$ cat src/rtl/tros_pkg.sv
// tros_pkg: shared definitions for the TROS measurement sequencer.
//   tros_state_e       - sequencer state encoding
//   CH_*               - oscillator channel codes presented on counter_select
//   DEFAULT_FRAME_BITS - serializer frame length (4-bit header + 20-bit count)
//   SYNC_DEPTH         - serializer synchroniser depth, added to every shift window
//   chan_code()        - maps a mask bit index to its channel code
package tros_pkg;

  typedef enum logic [3:0] {
    ST_IDLE,
    ST_CLEAR,
    ST_GATE,
    ST_LATCH,
    ST_SETTLE,
    ST_SELECT,
    ST_LOAD,
    ST_SHIFT,
    ST_DONE
  } tros_state_e;

  localparam logic [1:0] CH_NAND4     = 2'd0;
  localparam logic [1:0] CH_NAND4_CAP = 2'd1;
  localparam logic [1:0] CH_EINV_SUB  = 2'd2;

  localparam int unsigned DEFAULT_FRAME_BITS = 24;
  localparam int unsigned SYNC_DEPTH         = 3;

  // Mask bit index -> channel code; 2'b11 is never produced.
  function automatic logic [1:0] chan_code(input int unsigned idx);
    case (idx)
      0:       chan_code = CH_NAND4;
      1:       chan_code = CH_NAND4_CAP;
      default: chan_code = CH_EINV_SUB;
    endcase
  endfunction

endpackage

$ cat src/rtl/tros_meas_sequencer.sv
// tros_meas_sequencer: sequences one measurement round of the TROS core:
// clear counters, open the gate, latch, settle, then serialise every enabled
// oscillator channel in ascending order, and pulse done.
// Ports:
//   clk, rst_n          - clock (rising edge), synchronous active-low reset
//   start               - begin a round (sampled in IDLE only)
//   continuous          - start the next round straight after DONE
//   abort               - cancel the round, back to IDLE, no done pulse
//   channel_mask[2:0]   - channels to read out (captured at round start)
//   gate_len            - gate time in clk cycles (captured; 0 behaves as 1)
//   ctr_reset, latch_counter, send_counter - measurement-core control pulses
//   counter_select[1:0] - channel presented to the serializer
//   busy                - high whenever not IDLE
//   done                - one-cycle end-of-round pulse
module tros_meas_sequencer
  import tros_pkg::*;
#(
  parameter int unsigned GATE_WIDTH  = 16,
  parameter int unsigned HOLD_CYCLES = 4,
  parameter int unsigned FRAME_BITS  = DEFAULT_FRAME_BITS
) (
  input  logic                  clk,
  input  logic                  rst_n,
  input  logic                  start,
  input  logic                  continuous,
  input  logic                  abort,
  input  logic [2:0]            channel_mask,
  input  logic [GATE_WIDTH-1:0] gate_len,
  output logic                  ctr_reset,
  output logic                  latch_counter,
  output logic                  send_counter,
  output logic [1:0]            counter_select,
  output logic                  busy,
  output logic                  done
);

  localparam int unsigned SHIFT_LEN = FRAME_BITS + SYNC_DEPTH;
  localparam int unsigned SHIFT_W   = $clog2(SHIFT_LEN + 1);
  localparam int unsigned TW_A      = (GATE_WIDTH > SHIFT_W) ? GATE_WIDTH : SHIFT_W;
  localparam int unsigned TW        = (TW_A > 4) ? TW_A : 4;

  localparam logic [TW-1:0] HOLD_LOAD  = TW'(HOLD_CYCLES - 1);
  localparam logic [TW-1:0] SHIFT_LOAD = TW'(SHIFT_LEN - 1);

  tros_state_e           state_q, state_d;
  logic [TW-1:0]         timer_q, timer_d;
  logic [GATE_WIDTH-1:0] gate_q, gate_d;
  logic [2:0]            mask_q, mask_d;
  logic [1:0]            sel_q, sel_d;
  logic                  ctr_reset_q, ctr_reset_d;
  logic                  latch_q, latch_d;
  logic                  send_q, send_d;
  logic                  done_q, done_d;
  logic                  busy_q, busy_d;

  logic                  lo_found, hi_found;
  logic [1:0]            lo_ch, hi_ch;

  // Lowest enabled channel, and lowest enabled channel above the current one.
  always_comb begin
    lo_found = 1'b0;
    lo_ch    = CH_NAND4;
    hi_found = 1'b0;
    hi_ch    = CH_NAND4;
    for (int unsigned i = 0; i < 3; i++) begin
      if (!lo_found && mask_q[i]) begin
        lo_found = 1'b1;
        lo_ch    = chan_code(i);
      end
      if (!hi_found && mask_q[i] && (i > 32'(sel_q))) begin
        hi_found = 1'b1;
        hi_ch    = chan_code(i);
      end
    end
  end

  // Next state. The timer is loaded with (length-1) on state entry and the
  // state is left when it reaches zero, so one counter serves every phase.
  always_comb begin
    state_d = state_q;
    timer_d = (timer_q == '0) ? '0 : timer_q - TW'(1);
    gate_d  = gate_q;
    mask_d  = mask_q;
    sel_d   = sel_q;

    case (state_q)
      ST_IDLE: begin
        if (start) begin
          gate_d  = gate_len;
          mask_d  = channel_mask;
          state_d = ST_CLEAR;
          timer_d = HOLD_LOAD;
        end
      end
      ST_CLEAR: begin
        if (timer_q == '0) begin
          state_d = ST_GATE;
          timer_d = (gate_q == '0) ? '0 : TW'(gate_q) - TW'(1);
        end
      end
      ST_GATE: begin
        if (timer_q == '0) begin
          state_d = ST_LATCH;
          timer_d = HOLD_LOAD;
        end
      end
      ST_LATCH: begin
        if (timer_q == '0) begin
          state_d = ST_SETTLE;
          timer_d = HOLD_LOAD;
        end
      end
      ST_SETTLE: begin
        if (timer_q == '0) begin
          timer_d = '0;
          if (lo_found) begin
            state_d = ST_SELECT;
            sel_d   = lo_ch;
          end else begin
            state_d = ST_DONE;
          end
        end
      end
      ST_SELECT: begin
        state_d = ST_LOAD;
        timer_d = HOLD_LOAD;
      end
      ST_LOAD: begin
        if (timer_q == '0) begin
          state_d = ST_SHIFT;
          timer_d = SHIFT_LOAD;
        end
      end
      ST_SHIFT: begin
        if (timer_q == '0) begin
          timer_d = '0;
          if (hi_found) begin
            state_d = ST_SELECT;
            sel_d   = hi_ch;
          end else begin
            state_d = ST_DONE;
          end
        end
      end
      ST_DONE: begin
        if (continuous) begin
          gate_d  = gate_len;
          mask_d  = channel_mask;
          state_d = ST_CLEAR;
          timer_d = HOLD_LOAD;
        end else begin
          state_d = ST_IDLE;
          timer_d = '0;
        end
      end
      default: begin
        state_d = ST_IDLE;
        timer_d = '0;
      end
    endcase

    if (abort && (state_q != ST_IDLE)) begin
      state_d = ST_IDLE;
      timer_d = '0;
    end

    // Outputs are decoded from the next state so they are registered
    // alongside it and line up with the state they belong to.
    ctr_reset_d = (state_d == ST_CLEAR);
    latch_d     = (state_d == ST_LATCH);
    send_d      = (state_d == ST_LOAD);
    done_d      = (state_d == ST_DONE);
    busy_d      = (state_d != ST_IDLE);
  end

  always_ff @(posedge clk) begin
    if (!rst_n) begin
      state_q     <= ST_IDLE;
      timer_q     <= '0;
      gate_q      <= '0;
      mask_q      <= '0;
      sel_q       <= '0;
      ctr_reset_q <= 1'b0;
      latch_q     <= 1'b0;
      send_q      <= 1'b0;
      done_q      <= 1'b0;
      busy_q      <= 1'b0;
    end else begin
      state_q     <= state_d;
      timer_q     <= timer_d;
      gate_q      <= gate_d;
      mask_q      <= mask_d;
      sel_q       <= sel_d;
      ctr_reset_q <= ctr_reset_d;
      latch_q     <= latch_d;
      send_q      <= send_d;
      done_q      <= done_d;
      busy_q      <= busy_d;
    end
  end

  assign ctr_reset      = ctr_reset_q;
  assign latch_counter  = latch_q;
  assign send_counter   = send_q;
  assign counter_select = sel_q;
  assign done           = done_q;
  assign busy           = busy_q;

endmodule

$ cat config.mk
export PLATFORM = sky130hd
export DESIGN_NAME = tros_meas_sequencer
export DESIGN_NICKNAME = d
export VERILOG_FILES = /design/src/rtl/tros_pkg.sv /design/src/rtl/tros_meas_sequencer.sv
export SDC_FILE = /design/constraint.sdc
export NUM_CORES = 1
export LEC_CHECK = 0
export BUFFER_PORTS_ARGS = -buffer_cell sky130_fd_sc_hd__buf_4
export CAP_MARGIN = 5
export CELL_PAD_IN_SITES_DETAIL_PLACEMENT = 1
export CELL_PAD_IN_SITES_GLOBAL_PLACEMENT = 2
export CORE_MARGIN = 2
export CORE_UTILIZATION = 36
export CTS_BUF_LIST = sky130_fd_sc_hd__clkbuf_4 sky130_fd_sc_hd__clkbuf_8
export CTS_CLUSTER_DIAMETER = 150
export CTS_CLUSTER_SIZE = 25
export DETAILED_ROUTE_END_ITERATION = 6
export PLACE_DENSITY = 0.9
export SYNTH_ARGS = -nofsm -noshare
export SYNTH_HDL_FRONTEND = slang
export SYNTH_SLANG_ARGS = --single-unit
$ cat constraint.sdc
create_clock -name clk -period 3.05 [get_ports clk]
set_clock_uncertainty 0.15 [all_clocks]
set_input_delay 0 -clock clk [delete_from_list [all_inputs] [get_ports clk]]
set_output_delay 0 -clock clk [all_outputs]
set_load 0.02 [all_outputs]
==> results.json, run 1 <==
{
  "layout_setup_ws_ns": 0.395,
  "critPathLaunch": "state_q[1]",
  "min_path_type": "input pin to register",
  "setup_viol": 0,
  "crit_type": "register to register",
  "timing.rr.end": "gate_q[10]",
  "min_period_ns": 2.65,
  "htreeDepth": 2,
  "cts_resized": 0,
  "path_max_fanout": 19,
  "wl_mm": 8.26,
  "synth_nets": 370,
  "yosys_most_used_dff": "dfxtp_1",
  "seq_area_frac_synth_pct": 33.6,
  "drtAntennaViolNets": 0,
  "fill_cells": 876,
  "regToRegSetupSlack_ns": 0.40,
  "drt_iter0_drc": 115,
  "worst_slew_pin_slew_ns": 0.703,
  "p_leak_uw": 0.00143,
  "reg2regPathDepth": 6,
  "syn_to_final_growth_pct": 29.6,
  "post-route-period-util_pct": 87.0,
  "placed_cells": 457,
  "syn-cell-area_sq_um": 2740,
  "die_w_um": 91.3,
  "wl_per_cell_um": 16.4,
  "clkTransAtPathRegs_ns": 0.10,
  "stdcell_count": 505,
  "timing.final.max_slew_violations": 0,
  "worst_hold_slack_ns": 0.00679,
  "antenna_cells": 0,
  "cts.sinks": 46,
  "root_buffer": "clkbuf_8",
  "synthCells": 342,
  "gr-total-overflow": 0,
  "synth-edff-count": 0,
  "cts_buffer_depth": 2,
  "grt_setup_unrepaired": "no",
  "run_status": "finished, final reports clean",
  "grt_max_degree": 24,
  "portBuffers": 30,
  "ys_ff_latch": 46,
  "critPathCapture": "gate_q[10]",
  "chipHeight_um": 91.3,
  "yosysWarnings": 0,
  "cts_tree": "built",
  "syn_avg_cell_area_sq_um": 8.02,
  "dieArea_sq_um": 8340,
  "timing.fmax_mhz": 377,
  "critPathArrivalTime_ns": 2.75,
  "cts_made_buffers": 5,
  "initial_core_util_pct": 37.4,
  "core_sq_um": 7330,
  "seqCellArea_sq_um": 921,
  "startpoint_type": "register",
  "grt_pass1_wl_mm": 14.0,
  "dp_slack_ns": 0.466,
  "vias": 2759,
  "drive_gt1_share_pct": 15.8,
  "grt_pass1_vias": 2772,
  "std_cell_rows": 31,
  "vdd_ir_drop_max_uv": 414,
  "grt_usage_pct": 20.7,
  "antenna_found_initial": 0,
  "post_cts_buffers": 0,
  "end_kind": "register",
  "async_reset_ff_share_pct": 0,
  "viasPerCell": 5.46,
  "gp_congestion": 0.848,
  "drt_pre_antenna_iters": 4,
  "ios": 31,
  "drc_errors": 0,
  "clkLatencyLatePin_ns": 0.31,
  "p_per_area_nw_per_um2": 971,
  "detailed_place_hpwl_mm": 5.61,
  "multi_input_area_sq_um": 1710,
  "ys_types": 62,
  "cts_hold_buf": 40,
  "setup_tns_ns": 0,
  "relSlewSlack_pct": 53.1,
  "required_ns": 3.15,
  "rr_startpoint": "state_q[1]",
  "fin_nets": 433,
  "hold_viol": 0,
  "maxCapViolCount": 0
}
-- worst max-delay path, cell delays in order (launching register included) --
cell and delay, ns:
dfxtp_1 0.46, buf_4 0.24, nor3_1 0.20, and2_1 0.62
nand2_1 0.14, a21boi_0 0.20, dlygate4sd3_1 0.57
-- flip-flops by register name, indices dropped and copies added, names as in the netlist, 2 cells and up --
signal	count
state_q	4
timer_q	16
counter_select	2
mask_q	3
gate_q	16
-- how the worst min path moves through the flow --
stage,start,end,slack [ns],depth (start not counted)
after global placement,gate_len[3],gate_q[3],0.11,3
after CTS,start,timer_q[0],0.002,4
final,start,timer_q[0],0.007,4
after floorplan,gate_len[0],gate_q[0],-0.005,2
after detailed placement,gate_len[12],gate_q[12],0.12,3
after global routing,start,timer_q[0],0.01,4
-- report_power, final --
| group | switching [uW] | total, uW | internal (uW) |
|---|---|---|---|
| combinational | 1170 | 2000 | 835 |
| sequential | 217 | 981 | 764 |
| clock | 228 | 470 | 242 |
-- metrics by stage --
stage / cell area (sq um) / power (uW) / utilization [%]
after global placement: 3050 / 2830 / 41.6
after CTS: 3560 / 3440 / 48.5
after floorplan: 2740 / 2440 / -
after detailed placement: 3050 / 2900 / 41.6
final: 3560 / 3460 / 48.5
after global routing: 3560 / 3750 / 48.5
-- logic make-up after synthesis --
kind of cell,share of synthesized area [%]
simple gates,30.0
buf+inv,4.24
xor+xnor,6.70
flops,33.6
mux,2.23
fa+ha+maj,1.82
compound gates,21.4
-- cell type report --
class                   instances  area share (%)
clock inverters                 3            1.13
multi-input cells             269            48.0
flip-flops and latches         46            25.9
repair buffers                 76            18.9
clock buffers                   5            1.93
inverters                       7           0.739
well taps                      99            3.48
-- cells in the final DEF, fill, tap and decap left out, types with 11 or more instances in the layout --
| cell | netlist | layout |
|---|---|---|
| nor4_1 | 11 | 11 |
| buf_4 | 1 | 36 |
| nor3_1 | 11 | 11 |
| xor2_1 | 14 | 14 |
| nand2_1 | 63 | 63 |
| a21oi_1 | 16 | 16 |
| dlygate4sd3_1 | 0 | 40 |
| dfxtp_1 | 46 | 46 |
| a21boi_0 | 20 | 20 |
| nor2_1 | 16 | 16 |
| o21ai_0 | 15 | 15 |
-- layer usage --
metal / global-route usage, % / share of wire [%] / up-vias
li1: - / - / 1352
met1: 28.7 / 48 / 1346
met2: 34.5 / 48 / 54
met3: 2.32 / 2.9 / 7
met4: 4.55 / 1.0 / 0
met5: 0 / 0 / -
-- synthesized netlist by cell type, drive strengths merged, types with 5 or more instances --
| cell | number | share of area (%) |
|---|---|---|
| inv | 7 | 0.96 |
| nor3 | 12 | 2.4 |
| nand3 | 6 | 1.1 |
| mux2i | 5 | 1.8 |
| a21oi | 16 | 2.9 |
| xnor2 | 7 | 2.2 |
| or4 | 7 | 2.2 |
| clkbuf | 17 | 2.7 |
| nor4 | 14 | 4.5 |
| nor2b | 7 | 1.6 |
| o21ai | 16 | 2.9 |
| nand2 | 63 | 8.6 |
| a21boi | 21 | 5.7 |
| nor2 | 16 | 2.2 |
| dfxtp | 46 | 34 |
| a31oi | 7 | 1.6 |
| xor2 | 14 | 4.5 |
(Power assumes the default switching activity.)
==> run 2, diff against run 1 <==
--- a/config.mk
+++ b/config.mk
@@ -16,6 +16,7 @@
 export CTS_CLUSTER_SIZE = 25
 export DETAILED_ROUTE_END_ITERATION = 6
 export PLACE_DENSITY = 0.9
+export REMOVE_ABC_BUFFERS = 1
 export SYNTH_ARGS = -nofsm -noshare
 export SYNTH_HDL_FRONTEND = slang
 export SYNTH_SLANG_ARGS = --single-unit
==> run 2 against run 1 <==
  * Clock-buffer cell count is the same
  * Combinational power grew 2%
  * Register-to-register slack gained 0.02 ns
  * First-iteration DRC count shrank 29%
  * Power shrank 2.4%
  * Hold slack gained 0.011 ns
  * Global-route usage shrank 0.89 points
  * Sequential share of layout area grew 0.11 points
  * Clock power shrank 23%
  * Highest routed layer unchanged
  * Via count shrank 3.3%
  * Core utilization shrank 0.20 points
==> results.json, run 2 (same netlist as run 1, synthesis figures left out) <==
{
  "crit_type": "register to register",
  "cts_hold_buf": 40,
  "seq_power_share_pct": 28.6,
  "grt_pass1_wl_mm": 13.3,
  "clkLatencyLatePin_ns": 0.30,
  "p_comb_share_pct": 60.6,
  "cts_resized": 0,
  "syn_to_final_growth_pct": 29.1,
  "detailed_place_hpwl_mm": 5.40,
  "utilization_pct": 48.3,
  "layout_common_cells": "nand2_1 (63), dfxtp_1 (46), dlygate4sd3_1 (40)",
  "cts_made_buffers": 5,
  "crit_buf_inv": 2,
  "core_sq_um": 7330,
  "vdd_ir_drop_max_uv": 291,
  "timing.fmax_mhz": 379,
  "critical-path-max-stage-delay_ns": 0.67,
  "gr-total-overflow": 0,
  "vias": 2669,
  "die_w_um": 91.3,
  "dieArea_sq_um": 8340,
  "std_cell_rows": 31,
  "cts_tree": "built",
  "p_per_area_nw_per_um2": 952,
  "chipHeight_um": 91.3,
  "final_common_cell": "nand2_1",
  "run_status": "finished, final reports clean",
  "antenna_cells": 0,
  "timing.final.max_slew_violations": 0,
  "seqCellArea_sq_um": 921,
  "setup_viol": 0,
  "end_kind": "register",
  "relSlewSlack_pct": 47.0,
  "portBuffers": 30,
  "place_area_sq_um": 3060,
  "crit_path_cell_trace": "buf_4 -> nor3_1 -> and2_1 -> nand2_1 -> a21boi_0 -> dlygate4sd3_1",
  "cts.sinks": 46,
  "startpoint_type": "register",
  "switchingPower_uw": 1580,
  "post-route-period-util_pct": 86.5,
  "setup_tns_ns": 0,
  "wl_mm": 7.91,
  "critPathTopFamily": "simple AND/OR/NAND/NOR gates",
  "multi_input_area_sq_um": 1710,
  "initial_core_util_pct": 37.4,
  "required_ns": 3.14,
  "drt_iter0_drc": 82,
  "wl_per_cell_um": 15.6,
  "post_cts_buffers": 0,
  "cts_buffer_depth": 2,
  "slowest_stage": "and2_1",
  "worst_slew_pin_slew_ns": 0.788,
  "final_area_sq_um": 3540,
  "ios": 31,
  "worst_hold_slack_ns": 0.0180,
  "antenna_found_initial": 0,
  "drt_pre_antenna_iters": 4,
  "fill_cells": 855,
  "maxCapViolCount": 0,
  "reg_top3": "gate_q (16), timer_q (16), state_q (4)",
  "gp_congestion": 0.869,
  "root_buffer": "clkbuf_8",
  "fin_nets": 435,
  "path_max_fanout": 19,
  "critPathArrivalTime_ns": 2.73,
  "clkTransAtPathRegs_ns": 0.09,
  "viasPerCell": 5.27,
  "clock_power_share_pct": 10.8,
  "grt_pass1_vias": 2733,
  "htreeDepth": 2,
  "min_path_type": "input pin to register",
  "power.internal_uw": 1790,
  "p_leak_uw": 0.00143,
  "drc_errors": 0,
  "hold_viol": 0,
  "grt_usage_pct": 19.8,
  "grt_max_degree": 24,
  "min_period_ns": 2.64,
  "drtAntennaViolNets": 0,
  "drive_gt1_share_pct": 16.0,
  "p_sw_share_pct": 46.9,
  "grt_setup_unrepaired": "no"
}
[run 2: tightest hold or removal path, stage by stage]
cell and delay, ns:
buf_4 0.10, a22o_1 0.13, a21oi_1 0.06, a21oi_1 0.15
[run 2: power by group through the flow]
stage	clock [uW]	combinational, uW	sequential (uW)
after CTS	379	2030	962
after global placement	0	1900	964
after floorplan	0	1380	962
final	363	2040	966
after detailed placement	0	1950	976
after global routing	408	2300	992
[run 2: worst paths after layout]
kind | end | cells past startpoint | start | slack, ns
max | gate_q[0] | 6 | state_q[0] | 0.41
min | timer_q[0] | 4 | start | 0.02
max reg2reg | gate_q[0] | 6 | state_q[0] | 0.41
min reg2reg | counter_select[0] | 2 | counter_select[0] | 0.34
[run 2: layout make-up]
class                   count  share of cell area [%]
multi-input cells         269                    48.2
flip-flops and latches     46                    26.0
repair buffers             78                    19.4
well taps                  99                    3.50
clock buffers               5                    1.94
inverters                   7                   0.742
clock inverters             2                   0.283
[run 2: per-layer routing]
layer	GRT usage, %	up-vias	part of all wire (%)	wire (um)
met5	0	-	0	0
met4	5.30	0	1.2	91
met3	2.57	7	2.3	180
met2	33.8	32	49	3860
met1	26.1	1277	48	3780
li1	-	1353	-	-
[run 2: metrics by stage]
stage | setup WS, ns | total power (uW) | cells
floorplan | 0.762 | 2340 | 322
CTS | 0.469 | 3370 | 506
global placement | 0.623 | 2870 | 459
global route | 0.188 | 3700 | 506
detailed placement | 0.493 | 2920 | 459
finish | 0.410 | 3370 | 506
==> run 3, diff against run 2 <==
--- a/config.mk
+++ b/config.mk
@@ -5,16 +5,16 @@
 export SDC_FILE = /design/constraint.sdc
 export NUM_CORES = 1
 export LEC_CHECK = 0
-export BUFFER_PORTS_ARGS = -buffer_cell sky130_fd_sc_hd__buf_4
 export CAP_MARGIN = 5
 export CELL_PAD_IN_SITES_DETAIL_PLACEMENT = 1
 export CELL_PAD_IN_SITES_GLOBAL_PLACEMENT = 2
 export CORE_MARGIN = 2
-export CORE_UTILIZATION = 36
+export CORE_UTILIZATION = 39
 export CTS_BUF_LIST = sky130_fd_sc_hd__clkbuf_4 sky130_fd_sc_hd__clkbuf_8
 export CTS_CLUSTER_DIAMETER = 150
 export CTS_CLUSTER_SIZE = 25
 export DETAILED_ROUTE_END_ITERATION = 6
+export DONT_BUFFER_PORTS = 1
 export PLACE_DENSITY = 0.9
 export REMOVE_ABC_BUFFERS = 1
 export SYNTH_ARGS = -nofsm -noshare
==> run 3 against run 2 <==
  * Maximum frequency decreased by 4.5%
  * Combinational power shrank 6%
  * Global-route usage increased by 1.2 points
  * Sequential share of layout area rose by 3.0 points
  * Register-to-register slack got worse by 0.12 ns
  * Sequential power grew 2.7%
  * Critical path depth increased by 1
  * First-iteration DRC count is 38% higher
  * Power about the same
  * Core utilization decreased by 1.5 points
  * Routed wire length is 4.5% lower
  * Clock power is 28% higher
==> results.json, run 3 (same netlist as run 1, synthesis figures left out) <==
{
  "cts_tree": "built",
  "p_sw_share_pct": 46.9,
  "drc_errors": 0,
  "drt_iter0_drc": 113,
  "cts_buffer_depth": 2,
  "hold_end": "timer_q[1]",
  "viasPerCell": 5.50,
  "syn_to_final_growth_pct": 15.9,
  "critPathLaunch": "timer_q[4]",
  "antenna_cells": 0,
  "chipHeight_um": 87.9,
  "wl_per_cell_um": 16.6,
  "power.internal_uw": 1790,
  "p_per_area_nw_per_um2": 1060,
  "min_period_ns": 2.76,
  "initial_core_util_pct": 40.4,
  "required_ns": 3.15,
  "drt_pre_antenna_iters": 4,
  "ios": 31,
  "timing.rr.end": "timer_q[0]",
  "whs_path_depth": 5,
  "cts_made_buffers": 5,
  "grt_usage_pct": 20.9,
  "clock_power_share_pct": 13.7,
  "startpoint_type": "register",
  "layout_common_cells": "nand2_1 (63), dfxtp_1 (46), dlygate4sd3_1 (24)",
  "critPathArrivalTime_ns": 2.86,
  "die_w_um": 87.9,
  "seqCellArea_sq_um": 921,
  "vias": 2508,
  "grt_setup_unrepaired": "no",
  "htreeDepth": 2,
  "detailed_place_hpwl_mm": 5.33,
  "drive_gt1_share_pct": 10.3,
  "cts.sinks": 46,
  "crit_type": "register to register",
  "maxCapViolCount": 0,
  "fin_nets": 387,
  "grt_pass1_wl_mm": 12.5,
  "multi_input_area_sq_um": 1720,
  "relSlewSlack_pct": 41.5,
  "stdcell_count": 456,
  "clkLatencyLatePin_ns": 0.31,
  "final_area_sq_um": 3180,
  "clkTransAtPathRegs_ns": 0.09,
  "final_common_cell": "nand2_1",
  "path_max_fanout": 10,
  "crit_path_cell_trace": "nor4_1 -> and4_2 -> buf_4 -> a22o_1 -> a21oi_1 -> dlygate4sd3_1 -> a21oi_1",
  "worst_hold_slack_ns": 0.136,
  "wl_mm": 7.55,
  "p_leak_uw": 0.00119,
  "fill_cells": 819,
  "placed_cells": 424,
  "post_cts_buffers": 0,
  "crit_top_cell": "a21oi_1",
  "vdd_ir_drop_max_uv": 357,
  "worst_slew_pin_slew_ns": 0.870,
  "gp_congestion": 0.829,
  "regToRegSetupSlack_ns": 0.29,
  "seq_power_share_pct": 29.4,
  "timing.fmax_mhz": 362,
  "setup_viol": 0,
  "hold_viol": 0,
  "reg_top3": "gate_q (16), timer_q (16), state_q (4)",
  "grt_pass1_vias": 2491,
  "post-route-period-util_pct": 90.6,
  "setup_tns_ns": 0,
  "rr_startpoint": "timer_q[4]",
  "root_buffer": "clkbuf_8",
  "run_status": "finished, final reports clean",
  "slowest_stage": "dlygate4sd3_1",
  "dieArea_sq_um": 7720,
  "critical-path-max-stage-delay_ns": 0.57,
  "min_path_type": "input pin to register",
  "timing.final.max_slew_violations": 0,
  "gr-total-overflow": 0,
  "portBuffers": 0,
  "end_kind": "register",
  "drtAntennaViolNets": 0,
  "hold_start": "start",
  "antenna_found_initial": 0,
  "place_area_sq_um": 2820,
  "p_comb_share_pct": 56.8,
  "switchingPower_uw": 1580,
  "core_sq_um": 6790,
  "reg2regPathDepth": 7,
  "std_cell_rows": 30,
  "grt_max_degree": 24
}
[run 3: area by class of cell]
type / count / area share [%]
flip-flops and latches: 46 / 29.0
inverters: 7 / 0.826
clock inverters: 3 / 1.26
multi-input cells: 269 / 54.1
clock buffers: 5 / 2.16
repair buffers: 30 / 8.97
well taps: 96 / 3.78
[run 3: worst max-delay path: cells and delay by family (launching register included)]
family / cells / cell delay, ns
AND/OR/NAND/NOR: 2 / 1.03
buffers and inverters: 2 / 0.80
flip-flops: 1 / 0.37
AO/OA/AOI/OAI: 3 / 0.36
[run 3: power groups by stage]
| stage | Clock, uW | Combinational [uW] | Sequential, uW |
|---|---|---|---|
| 3_3_place_gp | 0 | 1790 | 989 |
| 6_report | 463 | 1920 | 992 |
| 2_1_floorplan | 0 | 1380 | 962 |
| 4_1_cts | 478 | 1890 | 983 |
| 5_1_grt | 500 | 2130 | 1030 |
| 3_5_place_dp | 0 | 1830 | 998 |
[run 3: worst max path at each step]
stage | end | slack (ns) | cells after the start
final | timer_q[0] | 0.29 | 7
after global routing | timer_q[0] | 0.13 | 7
after CTS | timer_q[0] | 0.12 | 7
after detailed placement | timer_q[12] | 0.39 | 8
after global placement | timer_q[12] | 0.47 | 8
after floorplan | busy | 0.76 | 5
[run 3: metrics by stage]
step / total power [uW] / util (%) / worst slack [ns]
6_report: 3370 / 46.8 / 0.287
5_1_grt: 3660 / 46.8 / 0.129
4_1_cts: 3350 / 46.6 / 0.124
3_5_place_dp: 2820 / 41.5 / 0.389
3_3_place_gp: 2780 / 41.5 / 0.471
2_1_floorplan: 2340 / - / 0.762
[run 3: repair_timing]
action / in CTS / in global routing
gates resized for setup: 0 / 3
hold endpoints to repair: 38 / 0
endpoints found under the setup margin: 0 / 1
hold buffers: 24 / 0
[run 3: layer usage]
metal,vias up,global-route usage (%),routed length (um)
met3,6,3.02,178
met2,32,33.1,3530
met1,1213,29.9,3760
met4,0,5.45,76
li1,1257,-,-
met5,-,0,0
